**config.mk**
```make
export PLATFORM = sky130hd
export DESIGN_NAME = shift_sequencer
export DESIGN_NICKNAME = d
export VERILOG_FILES = /design/src/rtl/shift_sequencer.sv
export SDC_FILE = /design/constraint.sdc
export NUM_CORES = 1
export LEC_CHECK = 0
export CORE_UTILIZATION = 50
export DETAILED_ROUTE_END_ITERATION = 7
export PLACE_DENSITY = 0.81
export SLEW_MARGIN = 20
export SYNTH_ARGS = -nofsm -noshare
export SYNTH_HDL_FRONTEND = slang
export SYNTH_SLANG_ARGS = --single-unit
```
**constraint.sdc**
```tcl
create_clock -name clock -period 5.2 [get_ports clock]
set_input_delay 1.04 -clock clock [delete_from_list [all_inputs] [get_ports clock]]
set_output_delay 1.04 -clock clock [all_outputs]
set_load 0.05 [all_outputs]
```
**src/rtl/shift_sequencer.sv**
```systemverilog
// Purpose: 32-bit SLL/SRA barrel shift done as five fixed stages (16,8,4,2,1), one stage per clock.
// Latency: accept edge E0, stages E1..E5, data_resultRDY high in the cycle after E5, for any amount.
// Backpressure: result held in DONE until result_ack; ctrl_start is ignored unless ready=1.
module shift_sequencer (
  input  logic        clock,
  input  logic        reset,
  input  logic        ctrl_start,
  input  logic        ctrl_op,
  input  logic [31:0] data_operand,
  input  logic [4:0]  ctrl_shiftamt,
  input  logic        result_ack,
  output logic        ready,
  output logic [31:0] data_result,
  output logic        data_resultRDY
);

  typedef enum logic [1:0] {
    IDLE  = 2'd0,
    SHIFT = 2'd1,
    DONE  = 2'd2
  } state_t;

  state_t      state;
  logic [31:0] acc;
  logic [4:0]  amt;
  logic        op;
  logic [2:0]  cnt;
  logic [31:0] stage_out;
  logic        stage_en;

  // acc is visible in every state; it only carries a finished result in DONE.
  assign data_result = acc;

  // Stage selected by cnt is applied only when the matching amount bit is set.
  assign stage_en = amt[cnt];

  // One fixed-distance stage: 2^cnt bits, zero fill for SLL, sign fill for SRA.
  always_comb begin
    stage_out = acc;
    case (cnt)
      3'd4: stage_out = op ? {{16{acc[31]}}, acc[31:16]} : {acc[15:0], 16'b0};
      3'd3: stage_out = op ? {{8{acc[31]}},  acc[31:8]}  : {acc[23:0], 8'b0};
      3'd2: stage_out = op ? {{4{acc[31]}},  acc[31:4]}  : {acc[27:0], 4'b0};
      3'd1: stage_out = op ? {{2{acc[31]}},  acc[31:2]}  : {acc[29:0], 2'b0};
      3'd0: stage_out = op ? {acc[31],       acc[31:1]}  : {acc[30:0], 1'b0};
      default: stage_out = acc;
    endcase
  end

  // Sequencer: state, operand capture, stage stepping and registered handshake flags.
  always_ff @(posedge clock) begin
    if (reset) begin
      state          <= IDLE;
      acc            <= 32'd0;
      amt            <= 5'd0;
      op             <= 1'b0;
      cnt            <= 3'd0;
      ready          <= 1'b1;
      data_resultRDY <= 1'b0;
    end else begin
      case (state)
        IDLE: begin
          if (ctrl_start) begin
            acc   <= data_operand;
            amt   <= ctrl_shiftamt;
            op    <= ctrl_op;
            cnt   <= 3'd4;
            state <= SHIFT;
            ready <= 1'b0;
          end
        end
        SHIFT: begin
          if (stage_en) begin
            acc <= stage_out;
          end
          if (cnt == 3'd0) begin
            state          <= DONE;
            data_resultRDY <= 1'b1;
          end else begin
            cnt <= cnt - 3'd1;
          end
        end
        DONE: begin
          // A simultaneous ctrl_start is dropped; only the ack matters here.
          if (result_ack) begin
            state          <= IDLE;
            ready          <= 1'b1;
            data_resultRDY <= 1'b0;
          end
        end
        default: begin
          state          <= IDLE;
          ready          <= 1'b1;
          data_resultRDY <= 1'b0;
        end
      endcase
    end
  end

endmodule

```
==> impl_metrics.tcl, run 1 <==
set metrics [dict create \
    detail_route.first_pass.iterations 8 \
    fillers 653 \
    cts_setup_buffers 0 \
    cap_violations 0 \
    fp.dieW_um 87.3 \
    drcViolationCount 12 \
    finClkSkew_ns 0.0108 \
    p_leak_nw 1.49 \
    cts_resized 0 \
    synth_compound_area_frac 0.419 \
    violations "DRC" \
    critPathCaptureType "flop" \
    grt_max_degree 44 \
    synthAdderAreaFrac 0.0172 \
    synth_edf_count 0 \
    path_max_fanout 24 \
    synth_top_family_by_area "compound AO/OA/AOI/OAI gates" \
    cts_hold_buf 0 \
    clockRootBuffer "clkbuf_8" \
    power_density_nw_per_um2 334 \
    drive_above_1_share 0.0406 \
    synth_area_um2 3640 \
    grt_pass1_vias 4081 \
    required_ns 5.46 \
    outcome "finished, violations left" \
    worst_pin_slew_ns 1.10 \
    syn_nets 570 \
    async_flop_share 0 \
    synthMuxAreaShare 0.00859 \
    htree_levels 2 \
    multi_input_area_um2 2530 \
    cts_tree "yes" \
    synthFlopType "dfxtp_1" \
    syn-instance-count 523 \
    setup_viol 0 \
    clkSinkCount 45 \
    start_util 0.527 \
    yosys_warnings 0 \
    fmax_ghz 0.301 \
    detail-route-antenna-nets 0 \
    track_usage 0.394 \
    via_per_inst 7.01 \
    min_period_ns 3.33 \
    place_congestion 0.986 \
    rsz0062_at_grt "no" \
    period_share 0.640 \
    diodes 0 \
    clk_pin_slew_ns 0.10 \
    drt-wirelength-per-cell_um 22.4 \
    ios 76 \
    synthXorXnorAreaFrac 0 \
    regArea_um2 902 \
    fin_util 0.650 \
    initialDrtViolationCount 1016 \
    yosys.area_share.simple 0.247 \
    wirelength_um 14900 \
    synth_seq_cells 45 \
    dp_hpwl_um 10100 \
    insertion_delay_ns 0.32 \
    chipHeight_um 87.3 \
    drv_slew 0 \
    numPortBuffers 75 \
    hold_class "flop to flop" \
    grt.overflow.total 0 \
    synthDistinctLibCells 52 \
    dr_total_vias 4638 \
    cts_made_buffers 5 \
    hold_ws_ns 0.461 \
    ir_worst_vdd_v 0.000202 \
    yosysSeqAreaShare 0.248 \
    final_nets 612 \
    maxSlewHeadroom 0.267 \
    area_growth_pct 23.3 \
    critPathKind "input port to flop" \
    power_w 0.00150 \
    critPathLaunchType "input port" \
    clock_path_buffers 2 \
    die-area_um2 7620 \
    antenna_found_initial 0 \
    avgSynthCellArea_um2 6.96 \
    grt_first_pass_wirelength_um 22800 \
    coreArea_um2 6910 \
    hold_viol_final 0 \
    cp.arrival_ns 3.58 \
    placementRows 30 \
    finalSetupTns_ns 0 \
]
-- synthesized netlist by cell type, types with 8 or more instances --
master,number,share of area
a211oi_1,11,0.023
a21oi_1,112,0.15
a22o_1,9,0.022
a22oi_1,9,0.019
a32o_1,9,0.025
buf_2,11,0.015
clkbuf_1,32,0.033
dfxtp_1,45,0.25
nand2_1,65,0.067
nand2b_1,39,0.067
nor2_1,27,0.028
nor2b_1,8,0.014
nor3_1,18,0.025
o21ai_0,13,0.018
o2bb2ai_1,10,0.024
-- through the flow --
| step | instances | cell area (µm²) | setup slack (ns) |
|---|---|---|---|
| 2_1_floorplan | 523 | 3640 | 2.75 |
| 3_3_place_gp | 654 | 4370 | 1.70 |
| 3_5_place_dp | 654 | 4370 | 1.60 |
| 4_1_cts | 662 | 4490 | 1.93 |
| 5_1_grt | 662 | 4490 | 1.68 |
| 6_report | 662 | 4490 | 1.87 |
-- cells by family after synthesis --
group	count (synthesis)
buf+inv	53
mux	3
simple gates	183
flops	45
compound gates	234
fa+ha+maj	5
-- where the power goes --
group	internal (W)	switching [W]
clock network	0.000144	0.000143
logic	0.000246	0.000464
registers	0.000397	0.000108
total	0.000787	0.000714
-- cells in the final DEF (no fill, tap or decap), types with 5 or more instances in the layout --
cell type,instances
a31oi_1,6
nand2b_1,39
nor2b_1,6
a21oi_1,112
a211oi_1,11
inv_1,6
o21ai_0,13
nand2_1,65
or3_1,5
ha_1,5
a221oi_1,6
a22o_1,9
a32o_1,9
buf_4,7
o31ai_1,5
nor2_1,27
a21o_1,6
nand3_1,6
dfxtp_1,44
a22oi_1,9
clkbuf_8,5
a222oi_1,5
nor3_1,18
clkdlybuf4s50_1,75
nor4_1,6
o2bb2ai_1,10
-- critical path, cell delays in order --
cell and delay (ns):
clkdlybuf4s50_1 0.51, or3b_1 0.50, o31ai_2 0.17, o311a_1 0.97, o31ai_1 0.21, o2bb2ai_1 0.18
-- registers in the layout (all words and copies together) (netlist names) --
| register | count |
|---|---|
| data_resultRDY | 1 |
| data_result | 32 |
| amt | 5 |
| op | 1 |
| cnt | 3 |
| state | 2 |
| ready | 1 |
-- path summary, 6_finish.rpt --
check	start	end	cells after the start	slack, ns
min reg2reg	amt[4]	amt[4]	2	0.46
max	ctrl_start	data_result[5]	6	1.87
max reg2reg	cnt[1]	data_result[23]	7	1.92
min	amt[4]	amt[4]	2	0.46
-- per-layer routing --
layer | vias to the layer above | global-route usage | part of all wire
li1 | 2049 | - | -
met3 | 67 | 0.0768 | 0.14
met2 | 412 | 0.587 | 0.42
met4 | 0 | 0.165 | 0.040
met5 | - | 0 | 0
met1 | 2110 | 0.550 | 0.40
-- final cells by class --
| class | instances | share of cell area |
|---|---|---|
| clock buffer | 5 | 0.0153 |
| clock inverter | 3 | 0.00975 |
| inverter | 6 | 0.00502 |
| multi-input combinational | 425 | 0.563 |
| sequential | 45 | 0.201 |
| tap | 96 | 0.0268 |
| timing repair buffer | 82 | 0.179 |
No activity file was read; power rests on OpenSTA's default activity.
==> run 2, diff against run 1 <==
- CORE_UTILIZATION: 50 -> 47
- PLACE_DENSITY: 0.81 -> 0.8
- clock period: 5.2 -> 2.95 ns (I/O delays scaled with it)
==> run 2 against run 1 <==
  * The run now ends clean
  * Power rose by 78%
  * Sequential power rose by 78%
  * Non-clock buffer count rose by 24
  * Worst hold slack improved by 0.0071 ns
  * Setup slack got worse by 1.7 ns
  * Largest cell class unchanged
  * Largest power group unchanged
==> impl_metrics.tcl, run 2 (synthesized netlist as in run 1, its figures left out) <==
set metrics [dict create \
    mostFrequentLayoutCells "112 x a21oi_1, 75 x clkdlybuf4s50_1, 65 x nand2_1" \
    cap_violations 0 \
    dpl.cell_count 681 \
    hold_ws_ns 0.468 \
    ios 76 \
    dp_hpwl_um 12100 \
    hold_viol_final 0 \
    initialDrtViolationCount 817 \
    detail_route.first_pass.iterations 7 \
    finalNonFillerCells 689 \
    grt_max_degree 32 \
    wirelength_um 16600 \
    finClkSkew_ns 0.00482 \
    numPortBuffers 75 \
    crit_path_top_delay_cell "or4_1" \
    drcViolationCount 0 \
    grt.overflow.total 0 \
    hold_class "flop to flop" \
    fmax_ghz 0.363 \
    clk_pin_slew_ns 0.09 \
    drv_slew 0 \
    clkSinkCount 45 \
    area_growth_pct 27.8 \
    design_area_um2 4650 \
    clock_path_buffers 2 \
    track_usage 0.411 \
    fin_util 0.631 \
    min_period_ns 2.75 \
    htree_levels 2 \
    start_util 0.494 \
    rr_startpoint "cnt[0]" \
    setup_viol 0 \
    p_leak_nw 1.59 \
    required_ns 3.15 \
    cts_made_buffers 5 \
    clockRootBuffer "clkbuf_8" \
    dr_total_vias 4834 \
    cts_tree "yes" \
    insertion_delay_ns 0.30 \
    drive_above_1_share 0.0764 \
    antenna_found_initial 0 \
    critPathCaptureType "flop" \
    ir_worst_vdd_v 0.000377 \
    period_share 0.934 \
    detail-route-antenna-nets 0 \
    critPathLaunchType "flop" \
    final_nets 636 \
    max_stage_delay_ns 0.53 \
    finalSetupTns_ns 0 \
    grt_pass1_vias 4635 \
    holdCritStartpoint "amt[1]" \
    cts_resized 0 \
    cts_hold_buf 0 \
    place_area_um2 4550 \
    grt_first_pass_wirelength_um 26000 \
    placementRows 31 \
    power_density_nw_per_um2 573 \
    worst_pin_slew_ns 0.941 \
    path_max_fanout 12 \
    place_congestion 1.08 \
    rsz0062_at_grt "no" \
    final_common_cell "a21oi_1" \
    drt-wirelength-per-cell_um 24.1 \
    critPathKind "flop to flop" \
    maxSlewHeadroom 0.370 \
    cts_setup_buffers 0 \
    largest_reg_flops 32 \
    cp.arrival_ns 2.95 \
    outcome "finished, final reports clean" \
    chipHeight_um 90 \
    worstPathCellList "inv_1 > ha_1 > nor4_2 > or2_1 > a211o_1 > or4_1 > a32o_1" \
    die-area_um2 8100 \
    fp.dieW_um 90 \
    coreArea_um2 7370 \
    critPathLaunch "cnt[0]" \
    via_per_inst 7.02 \
]
run 2: changes by cell type in the layout (fill, tap and decap cells not counted):
cell | before | now
clkinv_2 | 1 | 0
diode_2 | 0 | 1
nor2b_1 | 6 | 7
clkinvlp_4 | 0 | 1
inv_6 | 1 | 0
buf_4 | 7 | 31
clkbuf_8 | 5 | 6
nor2b_2 | 2 | 1
bufinv_16 | 1 | 0
run 2: cell type report:
type	count	area, µm²
inverters	6	22.5
diodes	1	2.50
multi-input cells	425	2530
clock inverters	1	7.51
repair buffers	106	983
well taps	99	124
fillers	696	2720
clock buffers	6	82.6
flip-flops and latches	45	902
run 2: power breakdown:
| part | internal (W) | switching, W | total [W] |
|---|---|---|---|
| Combinational | 0.000481 | 0.000870 | 0.00135 |
| Sequential | 0.000700 | 0.000201 | 0.000901 |
| Clock | 0.000186 | 0.000228 | 0.000414 |
| Total | 0.00137 | 0.00130 | 0.00267 |
run 2: path summary, 6_finish.rpt:
kind	cells after the start	end	slack, ns
worst max register to register	7	data_result[23]	0.20
worst max-delay path	7	data_result[23]	0.20
worst min register to register	2	amt[1]	0.47
worst min-delay path	2	amt[1]	0.47
run 2: layer usage:
metal / up-vias / global-route usage / part of all wire
met5: - / 0 / 0
met4: 0 / 0.218 / 0.056
met3: 98 / 0.128 / 0.14
met2: 443 / 0.606 / 0.42
met1: 2200 / 0.532 / 0.38
li1: 2093 / - / -
run 2: through the flow:
stage          power, W  setup WS, ns
5_1_grt         0.00276        0.0938
2_1_floorplan   0.00167         0.599
3_5_place_dp    0.00220         0.288
4_1_cts         0.00262         0.272
3_3_place_gp    0.00219         0.374
6_report        0.00267         0.195
run 2: critical path: cells and delay by family (launching register included):
kind	cells	cell delay, ns
adders and majority gates	1	0.42
AOI/OAI and AO/OA	2	0.62
and+or+nand+nor	3	1.09
buffers and inverters	1	0.14
DFF	1	0.38
==> run 3, diff against run 2 <==
- CTS_CLUSTER_DIAMETER: default -> 200
==> results of run 3 <==
No change in the layout: final DEF, timing and power equal those of run 2.
